==> src/rtl/pipeline_hazard_ctrl_pkg.sv <==
// Shared types for the pipeline hazard controller: FSM encoding, the control
// output bundle and sizing constants.
package pipeline_hazard_ctrl_pkg;

  typedef enum logic [1:0] {
    HZ_RUN        = 2'd0,
    HZ_LOAD_STALL = 2'd1,
    HZ_MEM_WAIT   = 2'd2,
    HZ_FLUSH      = 2'd3
  } hz_state_e;

  localparam int DEFAULT_REG_ADDR_W = 3;
  // Wide enough for LOAD_STALL_CYCLES up to 15.
  localparam int LOAD_CNT_W = 4;

  typedef struct packed {
    logic stall_pc;
    logic stall_ifid;
    logic bubble_idex;
    logic flush_ifid;
    logic freeze_pipe;
  } hz_ctrl_t;

endpackage

==> src/rtl/pipeline_hazard_ctrl_if.sv <==
// Bundle between the pipeline datapath (master) and the hazard controller (slave).
// The master drives stage information and memory status; the slave returns control.
interface pipeline_hazard_ctrl_if #(
  parameter int REG_ADDR_W  = 3,
  parameter int STALL_CNT_W = 16
);
  logic [REG_ADDR_W-1:0]  op1_addr_IFID;
  logic [REG_ADDR_W-1:0]  op2_addr_IFID;
  logic                   op1_used_IFID;
  logic                   op2_used_IFID;
  logic [REG_ADDR_W-1:0]  dest_addr_EX;
  logic                   reg_wr_en_EX;
  logic                   load_true_EX;
  logic                   branch_taken_EX;
  logic                   dmem_req;
  logic                   dmem_ready;
  logic                   perf_clr;
  logic                   stall_PC;
  logic                   stall_IFID;
  logic                   bubble_IDEX;
  logic                   flush_IFID;
  logic                   freeze_pipe;
  logic [1:0]             hz_state;
  logic [STALL_CNT_W-1:0] stall_count;

  modport master (
    output op1_addr_IFID, op2_addr_IFID, op1_used_IFID, op2_used_IFID,
           dest_addr_EX, reg_wr_en_EX, load_true_EX, branch_taken_EX,
           dmem_req, dmem_ready, perf_clr,
    input  stall_PC, stall_IFID, bubble_IDEX, flush_IFID, freeze_pipe,
           hz_state, stall_count
  );

  modport slave (
    input  op1_addr_IFID, op2_addr_IFID, op1_used_IFID, op2_used_IFID,
           dest_addr_EX, reg_wr_en_EX, load_true_EX, branch_taken_EX,
           dmem_req, dmem_ready, perf_clr,
    output stall_PC, stall_IFID, bubble_IDEX, flush_IFID, freeze_pipe,
           hz_state, stall_count
  );

endinterface

==> src/rtl/pipeline_hazard_ctrl_detect.sv <==
// Combinational load-use comparator: flags an ID-stage source that depends on
// a load still in EX. Register 0 is a real register and is compared like any other.
module pipeline_hazard_ctrl_detect
  import pipeline_hazard_ctrl_pkg::*;
#(
  parameter int REG_ADDR_W = DEFAULT_REG_ADDR_W
) (
  input  logic [REG_ADDR_W-1:0] op1_addr_i,
  input  logic [REG_ADDR_W-1:0] op2_addr_i,
  input  logic                  op1_used_i,
  input  logic                  op2_used_i,
  input  logic [REG_ADDR_W-1:0] dest_addr_i,
  input  logic                  reg_wr_en_i,
  input  logic                  load_i,
  output logic                  luh_o
);

  logic op1_hit;
  logic op2_hit;

  assign op1_hit = op1_used_i & (op1_addr_i == dest_addr_i);
  assign op2_hit = op2_used_i & (op2_addr_i == dest_addr_i);
  assign luh_o   = load_i & reg_wr_en_i & (op1_hit | op2_hit);

endmodule

==> src/rtl/pipeline_hazard_ctrl.sv <==
// Stall/flush sequencer: load-use bubbles, taken-branch flush, memory-wait freeze
// and a saturating stall-cycle counter. Outputs are combinational from state and inputs.
module pipeline_hazard_ctrl
  import pipeline_hazard_ctrl_pkg::*;
#(
  parameter int LOAD_STALL_CYCLES = 1,
  parameter int REG_ADDR_W        = DEFAULT_REG_ADDR_W,
  parameter int STALL_CNT_W       = 16
) (
  input  logic                 clk,
  input  logic                 rst_n,
  pipeline_hazard_ctrl_if.slave bus
);

  localparam bit                    MULTI_STALL = (LOAD_STALL_CYCLES > 1);
  localparam logic [LOAD_CNT_W-1:0] LOAD_RELOAD = LOAD_CNT_W'(LOAD_STALL_CYCLES - 1);

  hz_state_e               state_q, state_d;
  hz_state_e               resume_q, resume_d;
  logic [LOAD_CNT_W-1:0]   cnt_q, cnt_d;
  logic [STALL_CNT_W-1:0]  count_q, count_d;
  hz_ctrl_t                ctrl_d;
  logic                    luh;
  logic                    miss;
  logic                    do_freeze;
  logic                    do_run;
  logic                    do_ls;

  pipeline_hazard_ctrl_detect #(
    .REG_ADDR_W (REG_ADDR_W)
  ) u_detect (
    .op1_addr_i  (bus.op1_addr_IFID),
    .op2_addr_i  (bus.op2_addr_IFID),
    .op1_used_i  (bus.op1_used_IFID),
    .op2_used_i  (bus.op2_used_IFID),
    .dest_addr_i (bus.dest_addr_EX),
    .reg_wr_en_i (bus.reg_wr_en_EX),
    .load_i      (bus.load_true_EX),
    .luh_o       (luh)
  );

  assign miss = bus.dmem_req & ~bus.dmem_ready;

  always_comb begin
    ctrl_d    = '0;
    state_d   = state_q;
    resume_d  = resume_q;
    cnt_d     = cnt_q;
    do_freeze = 1'b0;
    do_run    = 1'b0;
    do_ls     = 1'b0;

    unique case (state_q)
      HZ_RUN, HZ_FLUSH: begin
        if (miss) begin
          do_freeze = 1'b1;
          resume_d  = HZ_RUN;
          state_d   = HZ_MEM_WAIT;
        end else if (state_q == HZ_RUN) begin
          do_run = 1'b1;
        end else begin
          // ID holds the flushed NOP, so no hazard check this cycle.
          state_d = HZ_RUN;
        end
      end
      HZ_LOAD_STALL: begin
        if (miss) begin
          do_freeze = 1'b1;
          resume_d  = HZ_LOAD_STALL;
          state_d   = HZ_MEM_WAIT;
        end else begin
          do_ls = 1'b1;
        end
      end
      HZ_MEM_WAIT: begin
        if (!bus.dmem_ready) begin
          do_freeze = 1'b1;
        end else if (resume_q == HZ_LOAD_STALL) begin
          do_ls = 1'b1;
        end else begin
          do_run = 1'b1;
        end
      end
      default: state_d = HZ_RUN;
    endcase

    if (do_freeze) begin
      ctrl_d.freeze_pipe = 1'b1;
      ctrl_d.stall_pc    = 1'b1;
      ctrl_d.stall_ifid  = 1'b1;
    end

    // Branch beats load-use: the stalled ID instruction is being flushed anyway.
    if (do_run) begin
      state_d = HZ_RUN;
      if (bus.branch_taken_EX) begin
        ctrl_d.flush_ifid  = 1'b1;
        ctrl_d.bubble_idex = 1'b1;
        state_d            = HZ_FLUSH;
      end else if (luh) begin
        ctrl_d.stall_pc    = 1'b1;
        ctrl_d.stall_ifid  = 1'b1;
        ctrl_d.bubble_idex = 1'b1;
        if (MULTI_STALL) begin
          cnt_d   = LOAD_RELOAD;
          state_d = HZ_LOAD_STALL;
        end
      end
    end

    if (do_ls) begin
      ctrl_d.stall_pc    = 1'b1;
      ctrl_d.stall_ifid  = 1'b1;
      ctrl_d.bubble_idex = 1'b1;
      if (cnt_q <= LOAD_CNT_W'(1)) begin
        cnt_d   = '0;
        state_d = HZ_RUN;
      end else begin
        cnt_d   = cnt_q - LOAD_CNT_W'(1);
        state_d = HZ_LOAD_STALL;
      end
    end
  end

  always_comb begin
    count_d = count_q;
    if (bus.perf_clr) begin
      count_d = '0;
    end else if (ctrl_d.stall_pc && !(&count_q)) begin
      count_d = count_q + STALL_CNT_W'(1);
    end
  end

  always_ff @(posedge clk or negedge rst_n) begin
    if (!rst_n) begin
      state_q  <= HZ_RUN;
      resume_q <= HZ_RUN;
      cnt_q    <= '0;
      count_q  <= '0;
    end else begin
      state_q  <= state_d;
      resume_q <= resume_d;
      cnt_q    <= cnt_d;
      count_q  <= count_d;
    end
  end

  assign bus.stall_PC    = rst_n & ctrl_d.stall_pc;
  assign bus.stall_IFID  = rst_n & ctrl_d.stall_ifid;
  assign bus.bubble_IDEX = rst_n & ctrl_d.bubble_idex;
  assign bus.flush_IFID  = rst_n & ctrl_d.flush_ifid;
  assign bus.freeze_pipe = rst_n & ctrl_d.freeze_pipe;
  assign bus.hz_state    = rst_n ? state_q : HZ_RUN;
  assign bus.stall_count = rst_n ? count_q : '0;

  // EX holds a bubble throughout a load stall, so a taken branch there is a datapath bug.
  assert property (@(posedge clk) disable iff (!rst_n)
                   (state_q == HZ_LOAD_STALL) |-> !bus.branch_taken_EX);

endmodule
==> src/flat_wrapper.sv <==
// flat-port wrapper written by rule: the top's interface ports become plain ports
module pipeline_hazard_ctrl_flat import pipeline_hazard_ctrl_pkg::*;
#(
  parameter int LOAD_STALL_CYCLES = 1,
  parameter int REG_ADDR_W        = DEFAULT_REG_ADDR_W,
  parameter int STALL_CNT_W       = 16
)
  (clk, rst_n, bus_op1_addr_IFID, bus_op2_addr_IFID, bus_op1_used_IFID, bus_op2_used_IFID, bus_dest_addr_EX, bus_reg_wr_en_EX, bus_load_true_EX, bus_branch_taken_EX, bus_dmem_req, bus_dmem_ready, bus_perf_clr, bus_stall_PC, bus_stall_IFID, bus_bubble_IDEX, bus_flush_IFID, bus_freeze_pipe, bus_hz_state, bus_stall_count);
  pipeline_hazard_ctrl_if #(.REG_ADDR_W(REG_ADDR_W), .STALL_CNT_W(STALL_CNT_W)) bus_i ();
  input  logic clk;
  input  logic rst_n;
  input wire logic [$bits(bus_i.op1_addr_IFID)-1:0] bus_op1_addr_IFID;
  input wire logic [$bits(bus_i.op2_addr_IFID)-1:0] bus_op2_addr_IFID;
  input wire logic [$bits(bus_i.op1_used_IFID)-1:0] bus_op1_used_IFID;
  input wire logic [$bits(bus_i.op2_used_IFID)-1:0] bus_op2_used_IFID;
  input wire logic [$bits(bus_i.dest_addr_EX)-1:0] bus_dest_addr_EX;
  input wire logic [$bits(bus_i.reg_wr_en_EX)-1:0] bus_reg_wr_en_EX;
  input wire logic [$bits(bus_i.load_true_EX)-1:0] bus_load_true_EX;
  input wire logic [$bits(bus_i.branch_taken_EX)-1:0] bus_branch_taken_EX;
  input wire logic [$bits(bus_i.dmem_req)-1:0] bus_dmem_req;
  input wire logic [$bits(bus_i.dmem_ready)-1:0] bus_dmem_ready;
  input wire logic [$bits(bus_i.perf_clr)-1:0] bus_perf_clr;
  output wire logic [$bits(bus_i.stall_PC)-1:0] bus_stall_PC;
  output wire logic [$bits(bus_i.stall_IFID)-1:0] bus_stall_IFID;
  output wire logic [$bits(bus_i.bubble_IDEX)-1:0] bus_bubble_IDEX;
  output wire logic [$bits(bus_i.flush_IFID)-1:0] bus_flush_IFID;
  output wire logic [$bits(bus_i.freeze_pipe)-1:0] bus_freeze_pipe;
  output wire logic [$bits(bus_i.hz_state)-1:0] bus_hz_state;
  output wire logic [$bits(bus_i.stall_count)-1:0] bus_stall_count;
  assign bus_i.op1_addr_IFID = bus_op1_addr_IFID;
  assign bus_i.op2_addr_IFID = bus_op2_addr_IFID;
  assign bus_i.op1_used_IFID = bus_op1_used_IFID;
  assign bus_i.op2_used_IFID = bus_op2_used_IFID;
  assign bus_i.dest_addr_EX = bus_dest_addr_EX;
  assign bus_i.reg_wr_en_EX = bus_reg_wr_en_EX;
  assign bus_i.load_true_EX = bus_load_true_EX;
  assign bus_i.branch_taken_EX = bus_branch_taken_EX;
  assign bus_i.dmem_req = bus_dmem_req;
  assign bus_i.dmem_ready = bus_dmem_ready;
  assign bus_i.perf_clr = bus_perf_clr;
  assign bus_stall_PC = bus_i.stall_PC;
  assign bus_stall_IFID = bus_i.stall_IFID;
  assign bus_bubble_IDEX = bus_i.bubble_IDEX;
  assign bus_flush_IFID = bus_i.flush_IFID;
  assign bus_freeze_pipe = bus_i.freeze_pipe;
  assign bus_hz_state = bus_i.hz_state;
  assign bus_stall_count = bus_i.stall_count;
  pipeline_hazard_ctrl #(.LOAD_STALL_CYCLES(LOAD_STALL_CYCLES), .REG_ADDR_W(REG_ADDR_W), .STALL_CNT_W(STALL_CNT_W)) u_core (.clk(clk), .rst_n(rst_n), .bus(bus_i));
endmodule
==> config.mk <==
export PLATFORM = sky130hd
export DESIGN_NAME = pipeline_hazard_ctrl_flat
export DESIGN_NICKNAME = d
export VERILOG_FILES = /design/src/rtl/pipeline_hazard_ctrl_pkg.sv /design/src/rtl/pipeline_hazard_ctrl_if.sv /design/src/rtl/pipeline_hazard_ctrl_detect.sv /design/src/rtl/pipeline_hazard_ctrl.sv /design/src/flat_wrapper.sv
export SDC_FILE = /design/constraint.sdc
export NUM_CORES = 1
export LEC_CHECK = 0
export ABC_AREA = 1
export CORE_MARGIN = 1.5
export CORE_UTILIZATION = 46
export DETAILED_ROUTE_END_ITERATION = 12
export GPL_ROUTABILITY_DRIVEN = 0
export GPL_TIMING_DRIVEN = 1
export MAX_ROUTING_LAYER = met4
export PLACE_DENSITY_LB_ADDON = 0.08
export SYNTH_ARGS = -nofsm -noshare
export SYNTH_HDL_FRONTEND = slang
export SYNTH_SLANG_ARGS = --single-unit
==> constraint.sdc <==
create_clock -name clk -period 1.7 [get_ports clk]
set_input_delay 0.34 -clock clk [delete_from_list [all_inputs] [get_ports clk]]
set_output_delay 0.34 -clock clk [all_outputs]
set_load 0.02 [all_outputs]
==> summary.txt, run 1 <==
Run status
  – Result of the run: finished with violations
  – Failing checks: setup timing

Worst setup path
  – R2R cell count: 13
  – Critical R2R Capture: u_core.state_q[1]$_DFFE_PN0P_
  – Crit path depth: 9
  – CP Launch Type: flip-flop
  – Slowest cell on the critical path: sky130_fd_sc_hd__dfrtp_1
  – Number of buffer and inverter instances along the worst setup path: 2
  – CP endpoint kind: primary output
  – R2R Setup Slk: -0.29 ns
  – R2r startpoint: u_core.state_q[1]$_DFFE_PN0P_
  – Start-to-end type of the worst setup path: flip-flop to primary output
  – CP Data Arrival Time: 1.75 ns
  – Delay of the slowest critical-path stage: 0.41 ns
  – Critical Path RT: 1.36 ns
  – Max Fanout on Critical Path: 4
  – Chain of cells forming the critical path: inv_2, ha_4, nand3_4, nand2_4, nand2_4, nor2_4, nand3_4, a21oi_4, buf_6
  – Cell family with the largest share of critical-path delay: simple AND/OR/NAND/NOR gates

Synthesis
  – Average cell area after synthesis: 6.601 sq um
  – Netlist cell types: 27
  – Most repeated cell in the gate-level netlist after synthesis: sky130_fd_sc_hd__nand2_1
  – Primary FF master, synth: sky130_fd_sc_hd__dfrtp_1
  – Area of the mapped netlist: 0.001914 sq mm
  – Net count after synthesis: 316
  – Post-synth top cells: sky130_fd_sc_hd__nand2_1, sky130_fd_sc_hd__inv_1, sky130_fd_sc_hd__nand3_1, sky130_fd_sc_hd__dfrtp_1, sky130_fd_sc_hd__nor2_1
  – Count of warnings emitted by yosys: 0
  – Gate count after technology mapping: 290
  – Sequential fraction of the synthesis area: 0.3007
  – Top cell type by total area after synthesis: sky130_fd_sc_hd__dfrtp_1
  – Async set or reset register ratio after synthesis: 1.000
  – Yosys reg bits: 23
  – Number of enable flip-flop cells after synthesis: 0
  – Synth area leaders: sky130_fd_sc_hd__dfrtp_1, sky130_fd_sc_hd__nand2_1, sky130_fd_sc_hd__inv_1, sky130_fd_sc_hd__nand3_1, sky130_fd_sc_hd__nand4_1
  – Area share of the largest cell type after synthesis: 0.3007

Placement
  – DP Worst Slack: -0.8190 ns
  – Buffers added on ports: 41
  – Post-placement cell area: 0.002614 sq mm
  – Sum of net half-perimeters after detailed placement: 3360 um

Cells and area
  – Post-route cell area: 0.002900 sq mm
  – ANT cells: 0
  – Fill cell count: 317
  – Share of the core filled with cells in the final layout: 0.7251
  – Layout cells sized above 1: 0.2547
  – Number of nets in the layout: 400
  – Layout overhead on the synthesized area: 51.50%

GRT
  – Residual overflow from global routing: 0
  – Largest net degree at the start of global routing: 33
  – Vias in the first global route: 1868
  – First-pass GRT wire length: 8135 um
  – Global-route usage over all layers: 0.2386
  – Initial antenna violation count: 0

Timing
  – Highest Clock Rate: 479.3 MHz
  – Total negative setup slack: -5.924 ns
  – Setup repair after global routing missed its margin: yes
  – Clk_skew: 0.0008353 ns
  – Worst path setup slack after routing: -0.3864 ns
  – Setup violation total in the final timing report: 23
  – Worst Tran Pin Value: 0.3750 ns
  – Crit path time final: 2.086 ns
  – Final number of max-transition violations: 0
  – Max transition margin: 0.7473
  – Portion of the clock cycle consumed by the worst path in the final layout: 1.227
  – Number of hold violations in the final report: 0

Detailed routing
  – Drt first-iter violations: 136
  – Routed WL: 5272 um
  – Drt via density: 4.931
  – Vias: 2086
  – Number of DRC violations after detailed routing: 0
  – Final antenna-violating net count: 0
  – Average detailed-routed wire length per instance: 12.46 um
  – Detailed-router iteration count before antenna repair: 4

Clocking
  – Clock insertion delay at the later pin of the skew report: 0.27 ns
  – Number of H-tree branching levels: 1
  – Number of sinks driven by the clock tree: 23
  – Number of CTS-inserted buffers: 3
  – CTS tree: done
  – Max clock buf depth: 2
  – Clock slew at the register clock pins of the worst setup and hold paths: 0.09 ns
  – CTS Hold Bufs: 0
  – Clock tree root buffer cell: sky130_fd_sc_hd__clkbuf_8

Worst hold path
  – Hold/Removal Path Class: input port to async pin

Pwr
  – Total power: 2.939 mW
  – Power share of the combinational group: 0.629
  – Highest ir drop seen on vdd: 0.9196 mV
  – Sequential share of power: 0.249
  – Switching power share of the total: 0.4164
  – Cell Pwr Density: 1013 mW/mm^2
  – Net Switching: 1.224 mW
  – Leakage power: 1.681 nW
  – Cell internal power dissipation: 1.715 mW
  – Share of power burned in the clock network: 0.122

Floorplanning
  – Horiz. Die Dim: 67.51 um
  – FP Rows: 23
  – Number of top-level design ports: 42
  – Vertical die dimension: 67.51 um
  – Effective utilization at floorplan: 0.4786
  – Total core area: 0.004000 sq mm
  – Area of the die: 0.004558 sq mm

Run
  – Max-cap violations: 0
-- placed cells by master (no fill, tap or decap), types with 2 or more instances in the layout --
master,synthesis,final
sky130_fd_sc_hd__nor2_1,21,21
sky130_fd_sc_hd__buf_12,0,2
sky130_fd_sc_hd__o21ai_2,0,2
sky130_fd_sc_hd__xnor2_1,2,2
sky130_fd_sc_hd__ha_1,7,4
sky130_fd_sc_hd__dlygate4sd2_1,0,18
sky130_fd_sc_hd__inv_2,6,10
sky130_fd_sc_hd__o21ai_0,5,5
sky130_fd_sc_hd__ha_4,0,2
sky130_fd_sc_hd__clkbuf_8,0,3
sky130_fd_sc_hd__nand4_1,19,19
sky130_fd_sc_hd__buf_4,1,43
sky130_fd_sc_hd__nor2_4,2,4
sky130_fd_sc_hd__clkdlybuf4s15_1,0,2
sky130_fd_sc_hd__nand2_2,5,6
sky130_fd_sc_hd__dfrtp_1,23,23
sky130_fd_sc_hd__nand3_1,28,25
sky130_fd_sc_hd__inv_1,52,48
sky130_fd_sc_hd__nand2_1,80,76
sky130_fd_sc_hd__buf_6,1,5
sky130_fd_sc_hd__xor2_1,12,12
sky130_fd_sc_hd__clkdlybuf4s50_1,0,16
sky130_fd_sc_hd__nand3_2,2,3
sky130_fd_sc_hd__nand3_4,1,3
sky130_fd_sc_hd__nand2_8,0,2
sky130_fd_sc_hd__nand2_4,2,3
sky130_fd_sc_hd__o22ai_1,3,3
-- timing repair --
action / CTS / global route
pin swaps: 5 / 7
endpoints found under the setup margin: 40 / 29
endpoints found under the hold margin: 0 / 0
gates resized for setup: 55 / 21
gates cloned: 0 / 1
setup buffers: 13 / 2
-- area by class of cell --
type	count	area (sq um)	area share
tap	50	62.56	0.02157
timing repair buffer	88	793.3	0.2735
clock inverter	1	5.005	0.001726
multi-input combinational	200	1205	0.4154
clock buffer	3	41.29	0.01424
inverter	58	217.7	0.07506
sequential	23	575.6	0.1984
-- logic make-up (layout without fill, tap and decap cells) --
logic type	count (synthesis)	count (layout)	synth area share
compound gates	15	15	0.04379
fa+ha+maj	7	7	0.04575
flops	23	23	0.3007
xor+xnor	14	14	0.06405
buf+inv	67	150	0.1405
simple gates	164	164	0.4052
-- routing by layer --
metal | vias to the layer above | GRT usage | wire [um]
li1 | 1078 | - | -
met1 | 926 | 0.3035 | 2339
met2 | 73 | 0.4007 | 2525
met3 | 9 | 0.03000 | 321
met4 | 0 | 0.06122 | 86
met5 | - | - | 0
-- worst register-to-register path, stage by stage, from the launching register on --
cell	delay (ns)
sky130_fd_sc_hd__dfrtp_1	0.44
sky130_fd_sc_hd__inv_2	0.12
sky130_fd_sc_hd__ha_2	0.21
sky130_fd_sc_hd__nand2_2	0.07
sky130_fd_sc_hd__buf_4	0.13
sky130_fd_sc_hd__buf_4	0.12
sky130_fd_sc_hd__buf_4	0.12
sky130_fd_sc_hd__buf_4	0.12
sky130_fd_sc_hd__buf_4	0.12
sky130_fd_sc_hd__buf_4	0.12
sky130_fd_sc_hd__nand3_2	0.09
sky130_fd_sc_hd__nand3_2	0.08
sky130_fd_sc_hd__nand3_1	0.07
sky130_fd_sc_hd__o22ai_1	0.07
-- registers in the layout (all words and copies together), names as in the netlist --
register         flops
u_core.count_q      16
u_core.cnt_q         4
u_core.resume_q      1
u_core.state_q       2
-- metrics by stage --
step	instances	hold slack, ns
finish	423	0.1954
global route	423	0.2017
CTS	420	0.1939
detailed placement	403	0.5496
global placement	403	0.5412
floorplan	290	0.04441
-- power groups by stage --
stage	Clock, mW	Combinational (mW)	Sequential, mW
after global routing	0.401	2.00	0.743
after detailed placement	0	1.32	0.722
final	0.358	1.85	0.731
after global placement	0	1.28	0.719
after CTS	0.368	1.51	0.720
after floorplan	0	0.791	0.724
-- worst max path at each step --
stage / start / end
after floorplan: u_core.state_q[0]$_DFFE_PN0P_ / bus_stall_PC
after global placement: bus_dmem_ready / bus_stall_PC
after detailed placement: bus_dmem_ready / bus_stall_PC
after CTS: u_core.state_q[1]$_DFFE_PN0P_ / bus_stall_PC
after global routing: u_core.state_q[0]$_DFFE_PN0P_ / bus_stall_IFID
final: u_core.state_q[0]$_DFFE_PN0P_ / bus_stall_PC
Note: power is estimated with default switching activity, not from simulation.
==> inputs of run 2 (changes only) <==
GPL_TIMING_DRIVEN = 0   (was 1)
==> run 2 against run 1 <==
The flow still finishes with violations (setup timing). Count of clock-buffer cells in the layout is 1 higher. Hold slack improved by 0.23 ns. Design area decreased by 4.2%. Combinational power decreased by 9%. Clock skew rose by 0.0048 ns. Wire length down 6.8%. Largest cell class unchanged. Highest routed layer unchanged.
==> summary.txt, run 2 (synthesized netlist as in run 1, its figures left out) <==
Pwr
  – Highest ir drop seen on vdd: 0.8071 mV (-12%)
  – Total power: 2.775 mW (-5.6%)
  – Leakage power: 1.560 nW (-7.2%)
  – Cell Pwr Density: 998.7 mW/mm^2 (-1.4%)

Placement
  – Post-placement cell area: 0.002411 sq mm (-7.8%)
  – DP Worst Slack: -1.874 ns (-1.055 ns)
  – Sum of net half-perimeters after detailed placement: 3294 um (-2.0%)
  – Buffers added on ports: 41 (unchanged)

Floorplanning
  – FP Rows: 23 (unchanged)
  – Number of top-level design ports: 42 (unchanged)
  – Horiz. Die Dim: 67.51 um (unchanged)
  – Total core area: 0.004000 sq mm (unchanged)
  – Effective utilization at floorplan: 0.4786 (unchanged)
  – Area of the die: 0.004558 sq mm (unchanged)
  – Vertical die dimension: 67.51 um (unchanged)

GRT
  – First-pass GRT wire length: 8142 um (about the same)
  – Global-route usage over all layers: 0.2381 (-0.0005158)
  – Vias in the first global route: 1828 (-2.1%)
  – Initial antenna violation count: 0 (unchanged)
  – Largest net degree at the start of global routing: 24 (-27%)
  – Residual overflow from global routing: 0 (unchanged)

Timing
  – Portion of the clock cycle consumed by the worst path in the final layout: 1.240 (+0.01280)
  – Crit path time final: 2.108 ns (+0.02177 ns)
  – Worst path setup slack after routing: -0.4082 ns (-0.02177 ns)
  – Worst Tran Pin Value: 1.069 ns (+0.6938 ns)
  – Max transition margin: 0.2874 (-0.4599)
  – Total negative setup slack: -3.782 ns (+2.142 ns)
  – Setup repair after global routing missed its margin: yes
  – Highest Clock Rate: 474.3 MHz (-1.0%)
  – Final number of max-transition violations: 0 (unchanged)
  – Setup violation total in the final timing report: 21 (-8.7%)
  – Number of hold violations in the final report: 0 (unchanged)
  – Clk_skew: 0.005598 ns (+0.004763 ns)

Worst setup path
  – R2R Setup Slk: -0.25 ns (+0.04 ns)
  – CP endpoint kind: primary output
  – R2r startpoint: u_core.state_q[0]$_DFFE_PN0P_
  – R2R cell count: 13 (unchanged)
  – CP Data Arrival Time: 1.77 ns (+0.02 ns)
  – Critical Path RT: 1.36 ns (about the same)
  – CP Launch Type: flip-flop
  – Critical R2R Capture: u_core.count_q[13]$_DFFE_PN0P_
  – Max Fanout on Critical Path: 4 (unchanged)
  – Start-to-end type of the worst setup path: flip-flop to primary output

Run status
  – Result of the run: finished with violations
  – Failing checks: setup timing

Cells and area
  – Fill cell count: 336 (+6.0%)
  – Commonest non-fill, non-tap cells in the layout: sky130_fd_sc_hd__nand2_1, sky130_fd_sc_hd__inv_1, sky130_fd_sc_hd__nand3_1
  – Number of nets in the layout: 382 (-4.5%)
  – Layout cells sized above 1: 0.2394 (-0.01526)
  – Max reg flops: 16 (unchanged)
  – Regs by FF count: u_core.count_q: 16 flops, u_core.cnt_q: 4 flops, u_core.state_q: 2 flops
  – Post-route cell area: 0.002779 sq mm (-4.2%)
  – Layout overhead on the synthesized area: 45.16%
  – Most common cell after layout, fill and taps aside: sky130_fd_sc_hd__nand2_1
  – Register name with the most flops: u_core.count_q
  – ANT cells: 0 (unchanged)

Clocking
  – Max clock buf depth: 2 (unchanged)
  – CTS tree: done
  – Number of CTS-inserted buffers: 3 (unchanged)
  – Number of H-tree branching levels: 1 (unchanged)
  – Clock tree root buffer cell: sky130_fd_sc_hd__clkbuf_8
  – Clock insertion delay at the later pin of the skew report: 0.26 ns (about the same)
  – Number of sinks driven by the clock tree: 23 (unchanged)
  – Clock slew at the register clock pins of the worst setup and hold paths: 0.09 ns (about the same)

Detailed routing
  – Routed WL: 4914 um (-6.8%)
  – Drt via density: 4.951 (+0.39%)
  – Final antenna-violating net count: 0 (unchanged)
  – Vias: 2005 (-3.9%)
  – Drt first-iter violations: 62 (-54%)
  – Number of DRC violations after detailed routing: 0 (unchanged)
  – Detailed-router iteration count before antenna repair: 4 (unchanged)
  – Average detailed-routed wire length per instance: 12.13 um (-2.6%)

Worst hold path
  – Hold/Removal Path Class: input port to async pin

Run
  – Max-cap violations: 0 (unchanged)
-- run 2: metrics by stage --
stage	instances	hold slack [ns]	utilization
floorplan	290	0.04441	-
global placement	381	0.5458	0.6028
detailed placement	381	0.5562	0.6028
CTS	398	0.5688	0.6647
global route	405	0.5300	0.6947
finish	405	0.4249	0.6947
-- run 2: layer usage --
metal / vias up / part of all wire / global-route usage / wire length [um]
met5: - / 0 / - / 0
met4: 0 / 0.0085 / 0.05102 / 42
met3: 5 / 0.043 / 0.03167 / 212
met2: 38 / 0.48 / 0.3971 / 2366
met1: 921 / 0.47 / 0.3079 / 2292
li1: 1041 / - / - / -
-- run 2: critical path, cell delays in order, from the launching register on --
cell and delay [ns]:
sky130_fd_sc_hd__dfrtp_1 0.43, sky130_fd_sc_hd__inv_2 0.14, sky130_fd_sc_hd__ha_4 0.15, sky130_fd_sc_hd__nand2_2 0.06, sky130_fd_sc_hd__nand2_2 0.08, sky130_fd_sc_hd__nand2_4 0.06
sky130_fd_sc_hd__nor2_4 0.11, sky130_fd_sc_hd__nand3_4 0.10, sky130_fd_sc_hd__a21oi_4 0.16, sky130_fd_sc_hd__buf_6 0.11, sky130_fd_sc_hd__buf_6 0.10
-- run 2: cell type report --
type | instances | area [sq um] | area share
Tap cell | 50 | 62.56 | 0.02251
Timing Repair Buffer | 61 | 590.6 | 0.2125
Clock buffer | 4 | 45.04 | 0.01621
Multi-Input combinational cell | 200 | 1202 | 0.4327
Inverter | 58 | 222.7 | 0.08014
Sequential cell | 23 | 576.8 | 0.2076
Buffer | 9 | 78.83 | 0.02837
-- run 2: worst max path at each step --
stage | startpoint | end | cells after the start
finish | u_core.state_q[1]$_DFFE_PN0P_ | bus_stall_PC | 10
global route | u_core.state_q[1]$_DFFE_PN0P_ | bus_stall_PC | 10
detailed placement | rst_n | bus_stall_count[2] | 6
CTS | u_core.state_q[1]$_DFFE_PN0P_ | bus_stall_PC | 10
global placement | rst_n | bus_stall_count[1] | 6
floorplan | u_core.state_q[0]$_DFFE_PN0P_ | bus_stall_PC | 9
-- run 2: where the power goes --
group,total [mW],internal [mW],switching (mW)
Clock,0.349,0.167,0.181
Combinational,1.69,0.825,0.862
Sequential,0.740,0.646,0.0938
Total,2.78,1.64,1.14
-- run 2: timing repair --
item,CTS,global route
gates resized for setup,87,22
hold endpoints to repair,23,0
endpoints found under the setup margin,39,26
pin swaps,7,10
hold buffers,1,0
gates cloned,1,0
setup buffers,11,7
==> patch 1: new RTL, flow settings as in run 1 <==
`STALL_CNT_W` is set to 16 in 3 places; all go to 32.
--- a/src/rtl/pipeline_hazard_ctrl_if.sv
+++ b/src/rtl/pipeline_hazard_ctrl_if.sv
@@ -3,5 +3,5 @@
 interface pipeline_hazard_ctrl_if #(
   parameter int REG_ADDR_W  = 3,
-  parameter int STALL_CNT_W = 16
+  parameter int STALL_CNT_W = 32
 );
   logic [REG_ADDR_W-1:0]  op1_addr_IFID;
--- a/src/rtl/pipeline_hazard_ctrl.sv
+++ b/src/rtl/pipeline_hazard_ctrl.sv
@@ -6,5 +6,5 @@
   parameter int LOAD_STALL_CYCLES = 1,
   parameter int REG_ADDR_W        = DEFAULT_REG_ADDR_W,
-  parameter int STALL_CNT_W       = 16
+  parameter int STALL_CNT_W       = 32
 ) (
   input  logic                 clk,
--- a/src/flat_wrapper.sv
+++ b/src/flat_wrapper.sv
@@ -4,5 +4,5 @@
   parameter int LOAD_STALL_CYCLES = 1,
   parameter int REG_ADDR_W        = DEFAULT_REG_ADDR_W,
-  parameter int STALL_CNT_W       = 16
+  parameter int STALL_CNT_W       = 32
 )
   (clk, rst_n, bus_op1_addr_IFID, bus_op2_addr_IFID, bus_op1_used_IFID, bus_op2_used_IFID, bus_dest_addr_EX, bus_reg_wr_en_EX, bus_load_true_EX, bus_branch_taken_EX, bus_dmem_req, bus_dmem_ready, bus_perf_clr, bus_stall_PC, bus_stall_IFID, bus_bubble_IDEX, bus_flush_IFID, bus_freeze_pipe, bus_hz_state, bus_stall_count);
Interface: changed (resized bus_stall_count); port bits go from 42 to 58. The function was not compared with the original's and may differ.
==> patch 1 against run 1 <==
The flow still finishes with violations (negative setup slack); area after synthesis up 77%; final cell count increased by 84%; cell area grew 72%; die area up 73%; power rose by 47%; non-clock buffer count up 42; worst hold slack got worse by 0.18 ns; clock skew is 0.0059 ns higher; wire length increased by 95%; sequential power rose by 50%; sequential cell count up 16; setup slack improved by 0.0041 ns; critical path depth unchanged; highest routed layer unchanged.
==> patch 1: results (changes against run 1) <==
* Sequential share of power at 0.254 (+0.005)
* # nets final at 705 (+76%)
* Fin Clk Skew at 0.00673 ns (+0.00589 ns)
* Total GRT Usage at 0.271 (+0.0320)
* Via density per instance at 4.98 (+1.0%)
* DP Cell Count at 743 (+84%)
* Reg2reg setup slack at -0.35 ns (-0.06 ns)
* Worst-Margin Slew at 0.385 ns (+0.00988 ns)
* Outcome: finished, violations left
* Comb pwr at 2.50 mW (+35%)
* Max H-tree Level at 2 (+1)
* Mapped Nets at 589 (+86%)
* Met1 Usage GRT at 0.334 (+0.0306)
* Global Route met3 Usage at 0.0323 (+0.00232)
* CP Launch Point: u_core.state_q[0]$_DFFE_PN0P_
* Iter 0 DRT Violations at 237 (+74%)
* Global-route wire length before repair at 16.3 mm (+100%)
* Reg-to-reg endpoint: u_core.count_q[28]$_DFFE_PN0P_
* Clock Latency Late Sink at 0.30 ns (+0.03 ns)
* Pre-CTS setup slack at -0.845 ns (-0.0257 ns)
* Mean Syn Cell Area at 6.03 um2 (-8.7%)
* Worst reg2reg path depth at 15 (+2)
* WL/cell at 13.2 um (+5.7%)
* Worst EP arrival at 1.74 ns
* Biggest regs: u_core.count_q x32, u_core.cnt_q x4, u_core.state_q x2
* Total CTS buffers at 5 (+2)
* Fraction of layout instances using a drive strength above 1 at 0.222 (-0.0326)
* Number of library cell types mapped by synthesis at 28 (+3.7%)
* VDD IR max at 0.705 mV (-23%)
* Final setup margin at -0.382 ns (+0.00408 ns)
* Final setup TNS at -10.54 ns (-4.61 ns)
* GRT met2 Usage at 0.465 (+0.0641)
* Sequential element share of the synthesized area at 0.288 (-0.0131)
* Sw frac at 0.381 (-0.0354)
* Worst-path clk slew at 0.08 ns
* Final setup fails at 37 (+61%)
* Final Non-Filler Cells at 779 (+84%)
* Failing checks: negative setup slack
* Number of global-route vias before repair at 3656 (+96%)
* Initial antenna violation count at 0 (unchanged)
* # port buffers at 57 (+39%)
* Final HPWL DP at 7.03 mm (+110%)
* Ys Warns at 0 (unchanged)
* Largest cells by area after synthesis: dfrtp_1 29%, nand2_1 21%, inv_1 11%
* Largest net degree at the start of global routing at 65 (+97%)
* Area after DPL at 4400 um2 (+68%)
==> patch 1: worst max-delay path by stage <==
stage	endpoint	slack, ns
3_3_place_gp	bus_stall_IFID	-0.79
3_5_place_dp	bus_stall_PC	-0.84
5_1_grt	bus_stall_PC	-0.47
2_1_floorplan	bus_stall_PC	-0.14
4_1_cts	bus_bubble_IDEX	-0.34
6_report	bus_stall_PC	-0.38
==> patch 1: worst max-delay path, cell delays in order, from the launching register on <==
cell     delay, ns
dfrtp_1       0.39
inv_2         0.10
ha_4          0.16
nand3_2       0.08
nand2_2       0.08
nand2_4       0.06
nor2_4        0.14
nand3_4       0.09
a21oi_4       0.18
buf_6         0.14
==> patch 1: final cells by class <==
cell class / count / area [um2]
Clock buffer: 7 / 96.3
Clock inverter: 1 / 7.51
Fill cell: 650 / 2220
Inverter: 106 / 398
Multi-Input combinational cell: 397 / 2060
Sequential cell: 39 / 991
Tap cell: 99 / 124
Timing Repair Buffer: 130 / 1320
==> patch 1: cells by family (layout without fill, tap and decap cells) <==
family | Yosys count | count (layout) | share of synthesized area
AND/OR/NAND/NOR | 358 | 358 | 0.467
buffers and inverters | 127 | 244 | 0.151
adder cells (fa/ha/maj) | 7 | 7 | 0.0258
AO/OA/AOI/OAI | 15 | 15 | 0.0247
flip-flops | 39 | 39 | 0.288
XOR/XNOR | 17 | 17 | 0.0439
==> patch 1: metal layers <==
layer	routed length [um]	part of all wire	up-vias
met5	0	0	-
met4	237	0.023	0
met1	4570	0.45	1801
met2	4950	0.48	93
met3	507	0.049	19
li1	-	-	1967
==> patch 1: what timing repair did <==
item	4_1_cts	5_1_grt
pin swaps	8	23
gates resized for setup	99	28
cloned	4	2
buffers inserted	20	3
endpoints found under the setup margin	73	42
==> patch 2: new RTL, config.mk and constraints of run 1 <==
Without the edit above. Put a register stage on the output `bus.stall_count`, without a reset. The value now appears one clock later.
--- a/src/rtl/pipeline_hazard_ctrl.sv
+++ b/src/rtl/pipeline_hazard_ctrl.sv
@@ -152,5 +152,7 @@
   assign bus.freeze_pipe = rst_n & ctrl_d.freeze_pipe;
   assign bus.hz_state    = rst_n ? state_q : HZ_RUN;
-  assign bus.stall_count = rst_n ? count_q : '0;
+  always_ff @(posedge clk) begin
+    bus.stall_count <= rst_n ? count_q : '0;
+  end
 
   // EX holds a bubble throughout a load stall, so a taken branch there is a datapath bug.
Behaviour: not the same (a bounded check fails within 4 cycles, from zero or initial values and one cycle with rst_n low).
==> patch 2 against run 1 <==
Global-route usage decreased by 1.2 points; area after synthesis increased by 18%; core utilization decreased by 0.21 points; sequential cell count increased by 16; cell area increased by 18%; sequential share of layout area increased by 6.4 points; power increased by 25%; combinational power increased by 4%; via count increased by 8.3%; critical path depth unchanged; setup slack got worse by 0.035 ns; the run still ends with negative setup slack left; largest power group unchanged; clock skew increased by 0.0015 ns; wire length increased by 7.1%; critical path type unchanged.
==> patch 2: results (changes against run 1) <==
* Number of global-route vias before repair at 2072 (+11%)
* Rel. slew slack at 0.721 (-0.0261)
* Cells after synthesis at 308 (+6.2%)
* Total GRT Usage at 0.227 (-0.0115)
* # nets final at 420 (+5.0%)
* Area after DPL at 3000 um2 (+15%)
* Largest cells by area after synthesis: dfrtp_1 25%, dfxtp_1 14%, nand2_1 13%
* Clock Latency Late Sink at 0.29 ns (+0.02 ns)
* Mapped Nets at 335 (+6.0%)
* Outcome: finished, violations left
* Fraction of layout instances using a drive strength above 1 at 0.287 (+0.0321)
* Worst reg2reg path depth at 10 (-3)
* DP Cell Count at 440 (+9.2%)
* Overall routed net length at 5.65 mm (+7.1%)
* Leak Pwr at 1.83 nW (+8.6%)
* Iter 0 DRT Violations at 124 (-8.8%)
* Number of library cell types mapped by synthesis at 29 (+7.4%)
* Internal power at 2.23 mW (+30%)
* Total CTS buffers at 5 (+2)
* Async SR Flop Fraction at 0.590 (-0.410)
* Final setup fails at 22 (-4.3%)
* Combinational Power Share at 0.523 (-0.106)
* Fillers at 370 (+17%)
* CP max stage cell: dfrtp_2
* Final setup margin at -0.422 ns (-0.0355 ns)
* VDD IR max at 1.01 mV (+10%)
* Fin Clk Skew at 0.00236 ns (+0.00152 ns)
* Biggest regs: u_core.bus.stall_count x16, u_core.count_q x16, u_core.cnt_q x4
* Via density per instance at 4.90 (-0.59%)
* Total Power at 3.69 mW (+25%)
* Final setup TNS at -4.58 ns (+1.34 ns)
* Failing checks: negative setup slack
* Reg2reg setup slack at -0.19 ns (+0.10 ns)
* Sequential element share of the synthesized area at 0.397 (+0.0962)
* Final HPWL DP at 3.60 mm (+7.2%)
* Global-route wire length before repair at 9.07 mm (+12%)
* Max FO, Critical Path at 5 (+1)
* Final Non-Filler Cells at 461 (+9.0%)
* Reg-to-reg endpoint: u_core.count_q[14]$_DFFE_PN0P_
* Top cells by instance count after synthesis: 81 x nand2_1, 57 x inv_1, 30 x nand3_1
* Sequential share of power at 0.306 (+0.057)
## patch 2: cell types whose count changed in the layout (fill, tap and decap cells not counted), sizes merged, moves of 2 or more
| cell | change |
|---|---|
| dfxtp | +16 |
| clkinvlp | +2 |
| clkdlybuf4s15 | -3 |
| clkbuf | +2 |
| clkdlybuf4s50 | +17 |
| dlygate4sd2 | -16 |
| o21ai | -2 |
## patch 2: worst register-to-register path, delay by kind of cell (launching register included)
kind / cells / cell delay (ns)
AO/OA/AOI/OAI: 1 / 0.23
adder cells (fa/ha/maj): 1 / 0.16
buffers and inverters: 4 / 0.55
flip-flops: 1 / 0.46
AND/OR/NAND/NOR: 4 / 0.38
## patch 2: metal layers
| metal | share of wire | global-route usage |
|---|---|---|
| met1 | 0.44 | 0.277 |
| met2 | 0.48 | 0.353 |
| met3 | 0.061 | 0.0566 |
| met5 | 0 | - |
| met4 | 0.016 | 0.105 |
## patch 2: per-stage QoR
stage	hold slack (ns)	worst slack (ns)
2_1_floorplan	0.0444	-0.147
3_3_place_gp	0.517	-0.830
3_5_place_dp	0.529	-0.856
4_1_cts	0.460	-0.395
5_1_grt	0.482	-0.512
6_report	0.446	-0.422
## patch 2: how the worst max path moves through the flow
stage / depth (start not counted) / slack (ns) / startpoint / to
3_5_place_dp: 10 / -0.86 / bus_dmem_ready / bus_stall_PC
4_1_cts: 9 / -0.40 / u_core.state_q[1]$_DFFE_PN0P_ / bus_stall_IFID
3_3_place_gp: 10 / -0.83 / bus_dmem_ready / bus_stall_IFID
5_1_grt: 9 / -0.51 / u_core.state_q[1]$_DFFE_PN0P_ / bus_stall_IFID
2_1_floorplan: 9 / -0.15 / u_core.state_q[0]$_DFFE_PN0P_ / bus_stall_PC
6_report: 9 / -0.42 / u_core.state_q[1]$_DFFE_PN0P_ / bus_stall_PC
## patch 2: cell families (layout without fill, tap and decap cells)
family	after synthesis	in the layout	synth area share
AO/OA/AOI/OAI	14	14	0.0377
XOR/XNOR	14	14	0.0543
adder cells (fa/ha/maj)	8	8	0.0443
buffers and inverters	69	154	0.123
flip-flops	39	39	0.397
AND/OR/NAND/NOR	164	165	0.344
## patch 2: repair_timing
action                                  in CTS  in global routing
pin swaps                                   23                 11
gates resized for setup                     60                 24
endpoints found under the setup margin      23                 29
gates cloned                                 1                  0
buffers inserted                            11                  4
## patch 2: layout make-up
type	count	area, um2	share of cell area
Inverter	59	226	0.0663
Clock inverter	3	20.0	0.00586
Tap cell	67	83.8	0.0246
Clock buffer	5	68.8	0.0202
Sequential cell	39	897	0.263
Timing Repair Buffer	87	786	0.230
Multi-Input combinational cell	201	1330	0.390
